$ cat src/rtl/lane_reorder_pkg.sv
// Purpose : shared types for the lane reorder pipe (per-beat mode select).
// Latency : n/a (types and constants only).
// Backpr. : n/a.
package lane_reorder_pkg;

    localparam int MODE_W = 2;

    typedef enum logic [MODE_W-1:0] {
        MODE_PASS     = 2'd0,
        MODE_BYTE_REV = 2'd1,
        MODE_BIT_REV  = 2'd2,
        MODE_HALF_REV = 2'd3
    } mode_e;

endpackage

$ cat src/rtl/lane_reorder_comb.sv
// Purpose : combinational lane permutation of one data word by mode.
// Latency : 0 cycles (pure combinational).
// Backpr. : none; no state, no handshake.
// Ports   : i_data/i_mode in, o_data reordered word out.
module lane_reorder_comb
    import lane_reorder_pkg::*;
#(
    parameter int DATA_W = 32
) (
    input  logic [DATA_W-1:0] i_data,
    input  mode_e             i_mode,
    output logic [DATA_W-1:0] o_data
);

    localparam int NBYTES = DATA_W / 8;
    localparam int NHALFS = DATA_W / 16;

    always_comb begin
        o_data = i_data;
        case (i_mode)
            MODE_PASS: begin
                o_data = i_data;
            end
            MODE_BYTE_REV: begin
                for (int k = 0; k < NBYTES; k++) begin
                    o_data[8*k +: 8] = i_data[8*(NBYTES-1-k) +: 8];
                end
            end
            MODE_BIT_REV: begin
                for (int i = 0; i < DATA_W; i++) begin
                    o_data[i] = i_data[DATA_W-1-i];
                end
            end
            MODE_HALF_REV: begin
                for (int k = 0; k < NHALFS; k++) begin
                    o_data[16*k +: 16] = i_data[16*(NHALFS-1-k) +: 16];
                end
            end
            default: begin
                o_data = i_data;
            end
        endcase
    end

endmodule

$ cat src/rtl/lane_reorder_pipe.sv
// Purpose : registered lane-reorder stage with main + skid registers and beat counter.
// Latency : 1 cycle (beat accepted at edge N is on out_* after edge N).
// Backpr. : in_ready = !skid_valid from a flop; holds up to 2 beats when out_ready is low.
// Ports   : clk/rst_n; in_valid/in_ready/in_data/in_mode producer side;
//           out_valid/out_ready/out_data/out_mode consumer side; beat_count delivered beats.
module lane_reorder_pipe
    import lane_reorder_pkg::*;
#(
    parameter int DATA_W = 32,
    parameter int CNT_W  = 16
) (
    input  logic              clk,
    input  logic              rst_n,
    input  logic              in_valid,
    output logic              in_ready,
    input  logic [DATA_W-1:0] in_data,
    input  logic [MODE_W-1:0] in_mode,
    output logic              out_valid,
    input  logic              out_ready,
    output logic [DATA_W-1:0] out_data,
    output logic [MODE_W-1:0] out_mode,
    output logic [CNT_W-1:0]  beat_count
);

    logic [DATA_W-1:0] w_reord;
    logic              w_in_fire;
    logic              w_out_fire;

    logic              r_main_vld;
    logic [DATA_W-1:0] r_main_dat;
    logic [MODE_W-1:0] r_main_mode;
    logic              r_skid_vld;
    logic [DATA_W-1:0] r_skid_dat;
    logic [MODE_W-1:0] r_skid_mode;
    logic [CNT_W-1:0]  r_beat_cnt;

    // Reorder happens once at acceptance; stored results are never recomputed.
    lane_reorder_comb #(
        .DATA_W (DATA_W)
    ) u_comb (
        .i_data (in_data),
        .i_mode (mode_e'(in_mode)),
        .o_data (w_reord)
    );

    assign w_in_fire  = in_valid && !r_skid_vld;
    assign w_out_fire = r_main_vld && out_ready;

    always_ff @(posedge clk or negedge rst_n) begin
        if (!rst_n) begin
            r_main_vld  <= 1'b0;
            r_main_dat  <= '0;
            r_main_mode <= '0;
            r_skid_vld  <= 1'b0;
            r_skid_dat  <= '0;
            r_skid_mode <= '0;
        end else if (w_out_fire) begin
            // Main drains: refill from skid first to keep order; a new beat
            // cannot arrive alongside because in_ready is low while skid is full.
            if (r_skid_vld) begin
                r_main_dat  <= r_skid_dat;
                r_main_mode <= r_skid_mode;
                r_skid_vld  <= 1'b0;
            end else if (w_in_fire) begin
                r_main_dat  <= w_reord;
                r_main_mode <= in_mode;
            end else begin
                r_main_vld  <= 1'b0;
            end
        end else if (!r_main_vld) begin
            if (w_in_fire) begin
                r_main_vld  <= 1'b1;
                r_main_dat  <= w_reord;
                r_main_mode <= in_mode;
            end
        end else if (w_in_fire) begin
            // Main full and stalled: park the beat in skid.
            r_skid_vld  <= 1'b1;
            r_skid_dat  <= w_reord;
            r_skid_mode <= in_mode;
        end
    end

    always_ff @(posedge clk or negedge rst_n) begin
        if (!rst_n) begin
            r_beat_cnt <= '0;
        end else if (w_out_fire) begin
            r_beat_cnt <= r_beat_cnt + CNT_W'(1);
        end
    end

    assign in_ready   = !r_skid_vld;
    assign out_valid  = r_main_vld;
    assign out_data   = r_main_dat;
    assign out_mode   = r_main_mode;
    assign beat_count = r_beat_cnt;

endmodule

$ cat config.mk
export PLATFORM = sky130hd
export DESIGN_NAME = lane_reorder_pipe
export DESIGN_NICKNAME = d
export VERILOG_FILES = /design/src/rtl/lane_reorder_pkg.sv /design/src/rtl/lane_reorder_comb.sv /design/src/rtl/lane_reorder_pipe.sv
export SDC_FILE = /design/constraint.sdc
export NUM_CORES = 1
export LEC_CHECK = 0
export ABC_CLOCK_PERIOD_IN_PS = 2200
export CORE_ASPECT_RATIO = 1.5
export CORE_MARGIN = 3
export CORE_UTILIZATION = 40
export CTS_CLUSTER_DIAMETER = 150
export CTS_CLUSTER_SIZE = 28
export DETAILED_ROUTE_END_ITERATION = 8
export PLACE_DENSITY = 0.63
export SKIP_CTS_REPAIR_TIMING = 1
export SLEW_MARGIN = 20
export SYNTH_ARGS = -nofsm -noshare
export SYNTH_HDL_FRONTEND = slang
export SYNTH_SLANG_ARGS = --single-unit
$ cat constraint.sdc
create_clock -name clk -period 2.2 [get_ports clk]
set_input_delay 0.44 -clock clk [delete_from_list [all_inputs] [get_ports clk]]
set_output_delay 0.44 -clock clk [all_outputs]
set_load 0.05 [all_outputs]
# Word-level counts from Yosys, hierarchy flattened
# Index checks and enable logic that the tools add are counted.
# Widths: inputs -> output; s select.
# totals
regBits,86
inputBits,38
out_inout_bits,52
elab_cells,41
# op_classes
n_addsub,1
n_eq_ne,6
n_mux,17
n_bitwise,1
n_reduce_logical,9
# ops
op,count
$mux 32,4
$pmux 32 s4,1
$add 16x1->16 const B,1
$mux 1,8
$mux 2,4
$ne 2x2->1 const B,3
$eq 2x2->1 const B,2
$reduce_and 2->1,2
$reduce_bool 2->1,2
$reduce_and 3->1,1
$eq 2x1->1 const B,1
$logic_and 1x1->1,2
$logic_not 2->1,1
$logic_not 1->1,1
$not 1->1,1

# Logic depth before layout (Yosys ltp)
# logic_depth
word_depth,5
depth_mapped,6

# Cells and area by module
# A second synthesis with hierarchy kept.
# hier_totals
cells_unflattened,330
hier_area_um2,4359.2
# modules_own_cells
mod,n_inst,cells_each,area_per_inst_um2,seq_area_each_um2
lane_reorder_pipe,1,290,3523.4,2152.1
lane_reorder_comb,1,40,835.8,0.0

# Least setup slack after synthesis
# OpenSTA, ideal clock, no wires.
# synth_path
kind,reg-to-reg
from,reg r_main_vld (netlist: out_valid)
to,reg r_skid_dat[10]
setup_ps,125
arrival_ps,1741
t_required_ps,2075
path_slack_ps,335
stages_incl_launch_ff,5
n_path_buf,1
path_cell_list,dfrtp_1 -> or2b_2 -> nor2_8 -> clkbuf_8 -> mux2_2
# synth_via
elab_chain_len,3
# synth_rtl
element,line,rtl
from (decl),lane_reorder_pipe.sv:29,logic r_main_vld;
from (signal assigned),lane_reorder_pipe.sv:51,r_main_vld <= 1'b0;
from (signal assigned),lane_reorder_pipe.sv:68,r_main_vld <= 1'b0;
from (signal assigned),lane_reorder_pipe.sv:72,r_main_vld <= 1'b1;
$logic_and 1x1->1,lane_reorder_pipe.sv:47,assign w_out_fire = r_main_vld && out_ready;
$not 1->1 (no line),-,
$reduce_and 3->1 (no line) *,-,
to (signal assigned),lane_reorder_pipe.sv:79,r_skid_dat <= w_reord;
to (decl),lane_reorder_pipe.sv:33,logic [DATA_W-1:0] r_skid_dat;
# Every way passes the cells marked *; elsewhere a longest branch is shown, timed or not.
# A chain may end at the register's enable or synchronous reset.

# Worst setup path after layout
# layout_path
from,reg r_skid_vld
to,out in_ready
# layout_via
elab_chain_len,1
# layout_rtl
element,line,rtl
from (decl),lane_reorder_pipe.sv:32,logic r_skid_vld;
from (signal assigned),lane_reorder_pipe.sv:54,r_skid_vld <= 1'b0;
from (signal assigned),lane_reorder_pipe.sv:63,r_skid_vld <= 1'b0;
from (signal assigned),lane_reorder_pipe.sv:78,r_skid_vld <= 1'b1;
$logic_not 1->1,lane_reorder_pipe.sv:92,assign in_ready = !r_skid_vld;
to (decl),lane_reorder_pipe.sv:15,"output logic in_ready,"
# No other way between the ends.

==> summary.txt <==
Yosys
  – Register bit total from synthesis: between 80 and 90
  – Synth top area share: 48.67%
  – Cells after Synth: 334
  – Synth top cells by count: 86 x dfrtp_1, 73 x nor2_1, 34 x o22ai_1
  – Cell taking the most area after synthesis: dfrtp_1
  – Adder-cell share of the synthesized area: 0.2830%
  – Mapped Nets: 373
  – Fraction of registers with async set/reset: 100.0%
  – Synth top area cells: dfrtp_1 49%, mux4_2 16%, mux2_4 7.8%
  – Simple-Gate Fraction of Synth Area: around 11%
  – Yosys warns: 0
  – Compound-gate portion of the synthesized area: 5.291%
  – Post-synthesis mux area share: between 20 and 30%
  – Count leader, synth: dfrtp_1
  – Dominant synthesized flop cell: dfrtp_1
  – Post-synthesis xor/xnor area fraction: 2.971%
  – Combinational family with the most area after synthesis: multiplexers
  – Mean Syn Cell Area: 13.24 um2
  – Post-synth EDFFs: 0
  – Post-synthesis cell type count: 32
  – Sequential share of the synthesized area: 48.67%
  – Mapped Area: 0.004422 mm2

Global routing
  – Busiest grt layer: met2
  – Met3 Track Usage GR: 3.344%
  – Met2 Resource Use GR: 29.88%
  – GRT Total Usage: around 17%
  – Gr ovfl total: 0
  – GR Util met1: a little over a fifth
  – Global-route wire length before repair: 16520 um
  – Initial antenna violation count: 0
  – Vias in the first global route: 3076
  – Largest net degree at the start of global routing: 48

Critical path
  – Critical Path RT: 1760 ps
  – Reg2reg end: out_data[20]
  – R2R Path Start: out_valid
  – CP Max Fanout: 6
  – Critical Path Sink: in_ready
  – Cells along the critical path: inv_1 -> clkdlybuf4s50_1
  – Worst R2R Path Depth: 5
  – Critical Path End Type: output pin
  – Crit start category: flop
  – FF-to-FF setup slack: 480 ps
  – Slowest cell on crit path: clkdlybuf4s50_1
  – Max incr delay on CP: approximately 800 ps
  – Crit path kind: flop to output pin
  – Start point of the critical path: r_skid_vld
  – CP arrival: 1690 ps

Timing
  – Clk_skew: 3.947 ps
  – Crit share post-route: 96.68%
  – Post-Route Setup TNS: 0 ps
  – Relative slew margins: between 60% and 70%
  – Worst hold margin: 83.91 ps
  – Tmin final: 2127 ps
  – RSZ-0062 raised after global routing: false
  – Least-Margin Pin Slew: 581.4 ps
  – Final hold vios: 0
  – Final Setup Violations: 0
  – FMAX: 470.2 MHz
  – Final Slew Violations: 0

Floorplan
  – Std-Cell Rows: 46
  – I/O pin total: 90
  – Die X: 91.85 um
  – Die Y: 134.8 um
  – Die area: 0.01238 mm2
  – Core area: 0.01071 mm2
  – Starting Density: 41.30%

Route
  – Post-route ant nets: 0
  – Routed vias/inst: 5.316
  – Total Wirelength: slightly above 10000 um
  – Drt drc: 0
  – Pre-antenna DRT Iters: 4
  – Via count: 3041
  – Initial DRC count: 125
  – WL per Instance: between 15 and 20 um

Clock network
  – Max clock buf depth: 2
  – Clk slew on worst S/H paths: roughly 60 ps
  – CTS tree: built
  – H-Tree Depth: 3
  – CTS root buf: clkbuf_16
  – Clock sink total: 86
  – Clk_lat worst skew: 330 ps
  – Num CTS Buffers: 9

Run
  – Count of max-cap constraint violations: 0

Pwr
  – Power per cell area: 1483 mW/mm2
  – Overall Power: 0.008524 W
  – Leak: ~2.4 nW
  – Peak VDD IR: 0.0005942 V

Status
  – Status: finished, final reports clean

Placed design
  – DPL Wire Length: 7148 um
  – Placed cell count: 556
  – RePlAce Congestion: 0.7562
  – Port Buffers: 89

Min path
  – Hold Crit Class: input pin to async pin

Finish
  – Layout cell share with drive strength beyond 1: between 20% and 30%
  – Non-Filler Instances: 572
  – Area grow syn2layout: 30.02%
  – N_diodes: 0
  – Nets: around 460
-- where the power goes --
group          switching [W]  leakage, nW  internal [W]  total (W)
clock               0.000591        0.146      0.000941    0.00153
sequential          0.000506         1.01       0.00231    0.00282
combinational        0.00247         1.23       0.00171    0.00418
total                0.00357         2.38       0.00496    0.00852
-- layout by cell type (no fill, tap or decap), drive strengths merged, types with 2 or more instances in the layout --
| master | synthesis | final |
|---|---|---|
| dfrtp | 86 | 86 |
| clkdlybuf4s50 | 0 | 85 |
| nor2 | 74 | 74 |
| mux2 | 35 | 35 |
| o22ai | 34 | 34 |
| mux4 | 32 | 32 |
| buf | 20 | 14 |
| clkbuf | 1 | 13 |
| xor2 | 9 | 9 |
| nand2 | 8 | 8 |
| xnor2 | 6 | 6 |
| nand3 | 5 | 5 |
| inv | 4 | 4 |
| nor3 | 4 | 4 |
| nand4 | 4 | 4 |
| and3 | 2 | 2 |
| nor4 | 2 | 2 |
-- sequential cells by signal, indices dropped and copies added, names as in the netlist --
name and flops:
out_valid 1, r_skid_mode 2, out_mode 2, r_skid_dat 32
beat_count 16, r_skid_vld 1, out_data 32
-- routing by layer --
| metal | share of wire (%) | vias up | routed length [um] |
|---|---|---|---|
| met1 | 40 | 1553 | 4074 |
| li1 | - | 1398 | - |
| met5 | 0 | - | 0 |
| met2 | 53 | 83 | 5357 |
| met3 | 4.8 | 7 | 482 |
| met4 | 1.6 | 0 | 157 |
-- layout make-up --
type | count | area (um2)
Clock inverter | 3 | 42.54
Sequential cell | 86 | 2152
Clock buffer | 13 | 260.3
Multi-Input combinational cell | 223 | 2061
Tap cell | 144 | 180.2
Timing Repair Buffer | 99 | 1039
Inverter | 4 | 15.01
Fill cell | 952 | 4956
-- critical path: cells and delay by family, from the launching register on --
family,cells,cell delay (ps)
DFF,1,430
buffers and inverters,2,920
-- worst min-delay path by stage --
stage | endpoint | cells past startpoint
2_1_floorplan | beat_count[0] | 0
3_3_place_gp | beat_count[9] | 1
3_5_place_dp | beat_count[9] | 1
4_1_cts | beat_count[9] | 1
5_1_grt | beat_count[9] | 1
6_report | beat_count[1] | 1
-- kinds of logic after synthesis --
group / count (synthesis)
and+or+nand+nor: 103
DFF: 86
muxes: 67
AOI/OAI and AO/OA: 37
buffers and inverters: 25
xor gates and xnor gates: 15
adders and majority gates: 1
-- metrics by stage --
stage / util, % / setup slack (ps) / cell area (um2)
2_1_floorplan: - / 334.8 / 4422
3_3_place_gp: 50.88 / 87.45 / 5446
3_5_place_dp: 50.88 / 36.80 / 5446
4_1_cts: 53.71 / 61.43 / 5749
5_1_grt: 53.71 / 10.95 / 5749
6_report: 53.71 / 73.04 / 5749
Note: power is estimated with default switching activity, not from simulation.
